$ cat config.mk
export PLATFORM = sky130hd
export DESIGN_NAME = present_round_ctrl
export DESIGN_NICKNAME = d
export VERILOG_FILES = /design/src/rtl/present_round_ctrl.sv
export SDC_FILE = /design/constraint.sdc
export NUM_CORES = 1
export LEC_CHECK = 0
export ABC_CLOCK_PERIOD_IN_PS = 1900
export BUFFER_PORTS_ARGS = -buffer_cell sky130_fd_sc_hd__buf_2
export CAP_MARGIN = 25
export CORE_MARGIN = 5
export CORE_UTILIZATION = 48
export CTS_BUF_LIST = sky130_fd_sc_hd__clkbuf_4 sky130_fd_sc_hd__clkbuf_8
export CTS_CLUSTER_DIAMETER = 50
export DETAILED_ROUTE_END_ITERATION = 8
export GPL_ROUTABILITY_DRIVEN = 0
export PLACE_DENSITY = 0.78
export SYNTH_ARGS = -nofsm -noshare
export SYNTH_HDL_FRONTEND = slang
export SYNTH_SLANG_ARGS = --single-unit
$ cat constraint.sdc
create_clock -name clock -period 1.9 [get_ports clock]
set_clock_uncertainty 0.1 [all_clocks]
set_input_delay 0.38 -clock clock [delete_from_list [all_inputs] [get_ports clock]]
set_output_delay 0.38 -clock clock [all_outputs]
set_load 0.02 [all_outputs]
$ cat src/rtl/present_round_ctrl.sv
// Round sequencer for the 12-bit PRESENT S-box/key-add datapath; each round runs twice (CALC, CHECK) and commits only on a match.
// Latency: start accepted at edge 0, io_done pulses at edge 2*ROUNDS; a mismatch sets io_fault at the edge closing the failing CHECK.
// Backpressure: none; io_start is ignored while busy (no queuing), and operand inputs are only sampled on an accepted start.
module present_round_ctrl #(
    parameter int ROUNDS = 4
) (
    input  logic        clock,
    input  logic        reset,
    input  logic        io_start,
    input  logic [11:0] io_plaintext,
    input  logic [11:0] io_key,
    output logic [11:0] io_dp_state,
    output logic [11:0] io_dp_key,
    input  logic [11:0] io_dp_out,
    output logic        io_busy,
    output logic        io_done,
    output logic        io_fault,
    output logic [11:0] io_out
);

    // DONE is split in two so io_done can be decoded purely from the state
    typedef enum logic [2:0] {
        S_IDLE  = 3'd0,
        S_CALC  = 3'd1,
        S_CHECK = 3'd2,
        S_DONE1 = 3'd3,
        S_DONE  = 3'd4,
        S_FAULT = 3'd5
    } fsm_t;

    localparam logic [3:0] LAST_RND = 4'(ROUNDS - 1);

    fsm_t        r_fsm;
    fsm_t        w_fsm_nxt;
    logic [11:0] r_state;
    logic [11:0] r_key;
    logic [11:0] r_tmp;
    logic [11:0] r_out;
    logic [3:0]  r_rnd;
    logic        r_fault;

    logic        w_match;
    logic        w_last;
    logic        w_load;
    logic        w_cap;
    logic        w_commit;
    logic        w_finish;
    logic        w_abort;

    assign w_match = (io_dp_out == r_tmp);
    assign w_last  = (r_rnd == LAST_RND);

    // State register
    always_ff @(posedge clock or negedge reset) begin
        if (!reset) begin
            r_fsm <= S_IDLE;
        end else begin
            r_fsm <= w_fsm_nxt;
        end
    end

    // Next-state and per-phase register strobes
    always_comb begin
        w_fsm_nxt = r_fsm;
        w_load    = 1'b0;
        w_cap     = 1'b0;
        w_commit  = 1'b0;
        w_finish  = 1'b0;
        w_abort   = 1'b0;
        case (r_fsm)
            S_IDLE, S_DONE1, S_DONE, S_FAULT: begin
                if (io_start) begin
                    w_load    = 1'b1;
                    w_fsm_nxt = S_CALC;
                end else if (r_fsm == S_DONE1) begin
                    w_fsm_nxt = S_DONE;
                end
            end
            S_CALC: begin
                w_cap     = 1'b1;
                w_fsm_nxt = S_CHECK;
            end
            S_CHECK: begin
                if (w_match) begin
                    w_commit = 1'b1;
                    if (w_last) begin
                        w_finish  = 1'b1;
                        w_fsm_nxt = S_DONE1;
                    end else begin
                        w_fsm_nxt = S_CALC;
                    end
                end else begin
                    w_abort   = 1'b1;
                    w_fsm_nxt = S_FAULT;
                end
            end
            default: w_fsm_nxt = S_IDLE;
        endcase
    end

    // Operand, capture, round counter and result registers
    always_ff @(posedge clock or negedge reset) begin
        if (!reset) begin
            r_state <= 12'h000;
            r_key   <= 12'h000;
            r_tmp   <= 12'h000;
            r_out   <= 12'h000;
            r_rnd   <= 4'd0;
            r_fault <= 1'b0;
        end else begin
            if (w_load) begin
                r_state <= io_plaintext;
                r_key   <= io_key;
                r_rnd   <= 4'd0;
                r_fault <= 1'b0;
            end
            if (w_cap) begin
                r_tmp <= io_dp_out;
            end
            if (w_commit) begin
                r_state <= io_dp_out;
                if (w_finish) begin
                    r_out <= io_dp_out;
                end else begin
                    r_rnd <= r_rnd + 4'd1;
                end
            end
            if (w_abort) begin
                r_fault <= 1'b1;
                r_out   <= 12'h000;
                r_state <= 12'h000;
            end
        end
    end

    // Round counter sits in the low nibble of the round key with no carry
    assign io_dp_state = r_state;
    assign io_dp_key   = r_key ^ {8'h00, r_rnd};
    assign io_busy     = (r_fsm == S_CALC) || (r_fsm == S_CHECK);
    assign io_done     = (r_fsm == S_DONE1);
    assign io_fault    = r_fault;
    assign io_out      = r_out;

endmodule

Word level (Yosys, flattened, before mapping)
Cells that the tools add are included.

Add/sub/neg operators: 1. Equal/unequal tests: 8. Muxes and demuxes: 26. Bitwise logic cells: 1. Reductions and logical operators: 8.

Operators with widths (count): 12-bit two-way mux (6); 12-bit == test (1); 1-bit two-way mux (12); 4-bit two-way mux (3); 12-bit by 4-bit bitwise XOR with 12-bit output (1); 3-bit two-way mux (3); 3-bit case mux with 3 select lines (1); 3-bit by 2-bit == test with 1-bit output (second input constant) (2); 3-bit == test (second input constant) (2); 2-bit nonzero test (3); 4-bit by 1-bit adder with 4-bit output (second input constant) (1); 4-bit by 2-bit == test with 1-bit output (second input constant) (1); 4-bit OR reduction (1); 3-bit by 1-bit == test with 1-bit output (second input constant) (1); 3-bit logical NOT (1); 3-bit != test (second input constant) (1); 3-bit nonzero test (1); 2-bit two-way mux (1); 2-bit AND reduction (1); 1-bit logical OR (1).

Flip-flop bits (word level): 56. Input bits: 39. Word-level logic and storage cells: 51.

Depth between registers and ports, before layout
Depth in word-level cells: 7. Gate-level depth with buffers: 7. Depth with buffers taken out: 5.

Worst setup path after synthesis
OpenSTA, ideal clock, no wires.

Path type: register to register. From: register r_tmp[7]. To: register r_rnd[3]. Setup time: 0.118 ns. Data arrival time: 1.633 ns. Setup slack: 0.048 ns. Cell stages (with the launch flop): 6. Cell sequence: dfrtp_1 xor2_1 nor4_1 nand4_1 mux2_2 a21o_1.

Cells in the longest elaborated chain, start to end: 5.

RTL lines: from (decl) (line 37) `logic [11:0] r_tmp;`; from (signal assigned) (line 118) `r_tmp <= io_dp_out;`; 12-bit == test (*) (line 50) `assign w_match = (io_dp_out == r_tmp);`; 1-bit two-way mux (line 84) `if (w_match) begin`; 1-bit two-way mux (line 70) `case (r_fsm)`; 4-bit two-way mux (line 122) `if (w_finish) begin`; 4-bit two-way mux (*) (line 120) `if (w_commit) begin`; to (signal assigned) (line 125) `r_rnd <= r_rnd + 4'd1;`; to (decl) (line 39) `logic [3:0] r_rnd;`.

Mark *: on every way between the ends. The rest lies on a longest branch, timed or not. A chain may end at the register's enable or synchronous reset.

Worst setup path after layout
From: register r_tmp[11]. To: register r_rnd[3].

The elaborated chain is that of the path after synthesis.

==> summary by stage <==
Global routing
The via count of the first global-routing pass was between 2000 and 2500. The largest net degree at the start of global routing is 22. Global routing consumed, over all layers together, 18.49% of the routing resources. Global routing finished with a remaining overflow of 0. The first global-routing pass estimated between 10 and 15 mm of wire.

The initial antenna violation count came to 0.

Setup path
The depth of the worst register-to-register path is 6. The worst setup path is captured at a flop. In this run the worst setup path begins at r_tmp[11]. The largest driver fanout on the critical path is 2. The reg-to-reg critical path endpoint is r_rnd[3]. The critical path is of the flop to flop type.

The startpoint kind of the worst setup timing path is a flop. Data on the critical path arrives at its endpoint at 1960 ps. The setup check on the worst reg-to-reg path leaves a slack of ~40 ps.

The worst register-to-register path begins at r_tmp[11]. The data required time at the worst endpoint is roughly 2000 ps.

Pwr
In this run switching power makes up 38.57% of total power. The power density relative to cell area is ~1500 nW/um^2. The combinational power share is around 47%. Cell internal power was estimated by the tool at 0.003056 W. The share of power burned in registers is 38.1%. For this design the total switching power over the nets is between 0.0015 and 0.002 W. The highest ir drop seen on vdd is slightly above 0.0007 V.

The leakage power of the design is 1.764 nW. The clock group share of total power is between 10 and 15%.

Finish
After the last flow step, the layout net total stands at between 300 and 400. The proportion of layout cells with a drive suffix above 1 is 42.55%. 0 antenna diodes ended up in the layout. Relative to the synthesized area, the layout overhead comes to 30.26%.

Fill cells in the final layout number between 400 and 500. Once layout is complete, the cells apart from fillers number around 400.

Timing
The worst path uses between 90 and 100% of the clock period. At the pin with the least slew margin, the transition time is roughly 520 ps. For this run, the top clock speed supported by timing is around 0.54 GHz. Setup violations remaining at the end of the flow were counted as 0. Setup repair after global routing could not meet its margin everywhere. The worst path needs 1860 ps of the cycle, external delays included. The final number of hold-violating endpoints is 0.

The count of final max-slew check failures was 0. The worst pin sits at a relative slew slack of 65.62%. The final-layout worst hold slack is roughly 200 ps.

Synth
The post-synthesis instance total is ~230. The number of nets handed over by synthesis was approximately 270. The top flip-flop cell by instance count after synthesis is sky130_fd_sc_hd__dfrtp_1. After synthesis the cells add up to approximately 2600 sq um.

Yosys attributes the largest share of cell area to sky130_fd_sc_hd__dfrtp_1 (54%), sky130_fd_sc_hd__nand2_1 (7.7%), sky130_fd_sc_hd__mux2i_1 (5.8%), sky130_fd_sc_hd__mux2_2 (5.7%), sky130_fd_sc_hd__xor2_1 (5.4%). After synthesis, the share of flip-flops with an asynchronous set or reset is 100.0%. The share of the synthesized area in the top cell type is a little over half. Counting flops and latches in the post-synthesis netlist gives 56.

A synthesized cell averages 11.12 sq um. The number of enable flip-flop cells after synthesis is 0. For this run, the register share of the synthesized area comes to a little over half.

In this run, distinct cell masters in the synthesized netlist total 34. The number of warnings reported in the yosys synthesis log is 0. The cell type contributing the most total cell area after synthesis is sky130_fd_sc_hd__dfrtp_1.

Worst hold path
The path class of the tightest hold or removal check is input pin to flop. The number of cells on the worst hold path is 2. The hold path endpoint is r_key[5].

The startpoint of the most critical hold path is io_key[5].

Outcome
The run finished with clean final reports.

Floorplan
The initial cell density of the core is between 40 and 50%. After floorplanning, the core was sized to cover slightly above 5000 sq um. The number of placed I/O pins is 78. The area enclosed by the die boundary is about 6900 sq um. The number of core rows is 26. The die width is 83.32 microns. The die is ~83 microns tall.

Clocking
Counting along the longest clock path gives a buffer depth of 2. The clock-pin slew on the worst setup and hold paths is approximately 90 ps. The clock root buffer is sky130_fd_sc_hd__clkbuf_8. For the worst-skew pair, the clock arrives at the later sink with an insertion delay of approximately 300 ps. The total clock buffers created by CTS is 5. The TritonCTS clock tree is done. The sink count of the clock tree is 56. In this run the number of H-tree levels came out at 2.

Placement
During placement, the flow inserted port buffers numbering 77. Once placement completed, the tool counted placed cells totaling roughly 390. The sum of net half-perimeters after detailed placement is between 4 and 5 mm.

Drt
The wire length per cell after detailed routing is about 16 microns. The final layout contains routed wiring with a total length of approximately 6.3 mm. In the detailed route, the total length drawn on met3 is ~450 microns. After detailed routing, the wire length on met1 is 2.687 mm. Detailed routing placed a total of ~3 mm of wire on met2. The detail route stage leaves a number of antenna-violating nets equal to 0. After detailed routing, the number of vias per cell comes to 5.173. The number of DRC violations after detailed-routing iteration 0 is 67.

Across all layers, the routed design uses between 2000 and 2500 vias. The number of optimization iterations in the first detailed-route pass is 4. For this run, design rule violations remaining after detail routing come to 0.

Routed signal wires occupy layers up through met4.

Flow run
The tool flagged a number of max-cap violations equal to 0.
==> flip-flops by register name, indices dropped and copies added (netlist names) <==
signal and count:
io_dp_state 12, io_fault 1, io_out 12, r_fsm 3, r_key 12, r_rnd 4, r_tmp 12
==> cell usage after synthesis, types with 2 or more instances <==
library cell,number
sky130_fd_sc_hd__dfrtp_1,56
sky130_fd_sc_hd__nand2_1,53
sky130_fd_sc_hd__xor2_1,16
sky130_fd_sc_hd__mux2i_1,15
sky130_fd_sc_hd__a22o_1,13
sky130_fd_sc_hd__mux2_2,13
sky130_fd_sc_hd__o22ai_1,13
sky130_fd_sc_hd__buf_4,9
sky130_fd_sc_hd__clkbuf_1,5
sky130_fd_sc_hd__nand2b_1,4
sky130_fd_sc_hd__buf_2,3
sky130_fd_sc_hd__inv_1,3
sky130_fd_sc_hd__nand3_1,3
sky130_fd_sc_hd__nor4_1,3
sky130_fd_sc_hd__buf_6,2
sky130_fd_sc_hd__nor3_1,2
sky130_fd_sc_hd__o21ai_0,2
==> what timing repair did <==
item                       4_1_cts  5_1_grt
pin swaps                        1        2
hold endpoints to repair        18        0
buffers inserted                 1        3
resized for setup                7        6
hold buffers                     1        0
setup endpoints to repair       16       18
==> metrics by stage <==
stage	total power (W)	setup TNS, ps	instance area (sq um)	worst slack (ps)	util [%]
global placement	0.004028	-527.4	3164	-50.70	61.18
detailed placement	0.004112	-1359	3164	-108.6	61.18
floorplan	0.003458	0	2580	48.45	-
CTS	0.004915	-49.97	3307	-27.73	63.93
global route	0.005337	-771.3	3361	-85.99	64.97
finish	0.004974	0	3361	40.22	64.97
==> critical path, cell delays in order (launching register included) <==
cell and delay [ps]:
sky130_fd_sc_hd__dfrtp_1 400, sky130_fd_sc_hd__xor2_1 170, sky130_fd_sc_hd__nor4_1 280, sky130_fd_sc_hd__buf_4 180
sky130_fd_sc_hd__nand4_1 130, sky130_fd_sc_hd__mux2_2 310, sky130_fd_sc_hd__a21o_1 170
==> how the worst max path moves through the flow <==
stage | end | depth (start not counted)
after CTS | io_busy | 5
after global routing | io_out[9] | 7
after detailed placement | io_out[4] | 8
after floorplan | r_rnd[3] | 5
final | r_rnd[3] | 6
after global placement | io_out[0] | 8
==> power by group through the flow <==
| stage | clock, W | combinational [W] | sequential [W] |
|---|---|---|---|
| global route | 0.000809 | 0.00258 | 0.00195 |
| floorplan | 0 | 0.00145 | 0.00201 |
| global placement | 0 | 0.00214 | 0.00189 |
| detailed placement | 0 | 0.00220 | 0.00192 |
| CTS | 0.000756 | 0.00226 | 0.00190 |
| finish | 0.000738 | 0.00234 | 0.00189 |
==> cell type report <==
class	count	area, sq um	share of cell area [%]
inverters	3	11.26	0.3351
clock inverters	1	30.03	0.8935
multi-input cells	154	1072	31.91
repair buffers	110	686.9	20.44
clock buffers	5	68.82	2.048
flip-flops and latches	56	1404	41.77
well taps	70	87.58	2.606
==> logic make-up after synthesis <==
kind of cell / synth area share [%]
and+or+nand+nor: 13.73
xor gates and xnor gates: 5.431
buffers and inverters: 5.237
AOI/OAI and AO/OA: 9.311
DFF: 54.32
adders and majority gates: 0.4849
muxes: 11.49
==> layout by cell type (no fill, tap or decap), drive strengths merged, types with 4 or more instances in the layout <==
master  Yosys  layout
buf        14     109
dfrtp      56      56
nand2      53      53
xor2       16      16
mux2i      15      15
o22ai      13      13
mux2       13      13
a22o       13      13
clkbuf      5       5
nand2b      4       4
nand3       4       4
nor3        4       4
o21ai       4       4
==> metal layers <==
| layer | GRT usage [%] | vias to the layer above |
|---|---|---|
| met5 | 0 | - |
| met1 | 24.04 | 994 |
| li1 | - | 984 |
| met3 | 5.644 | 8 |
| met2 | 29.74 | 78 |
| met4 | 5.498 | 0 |
(Power assumes the default switching activity.)
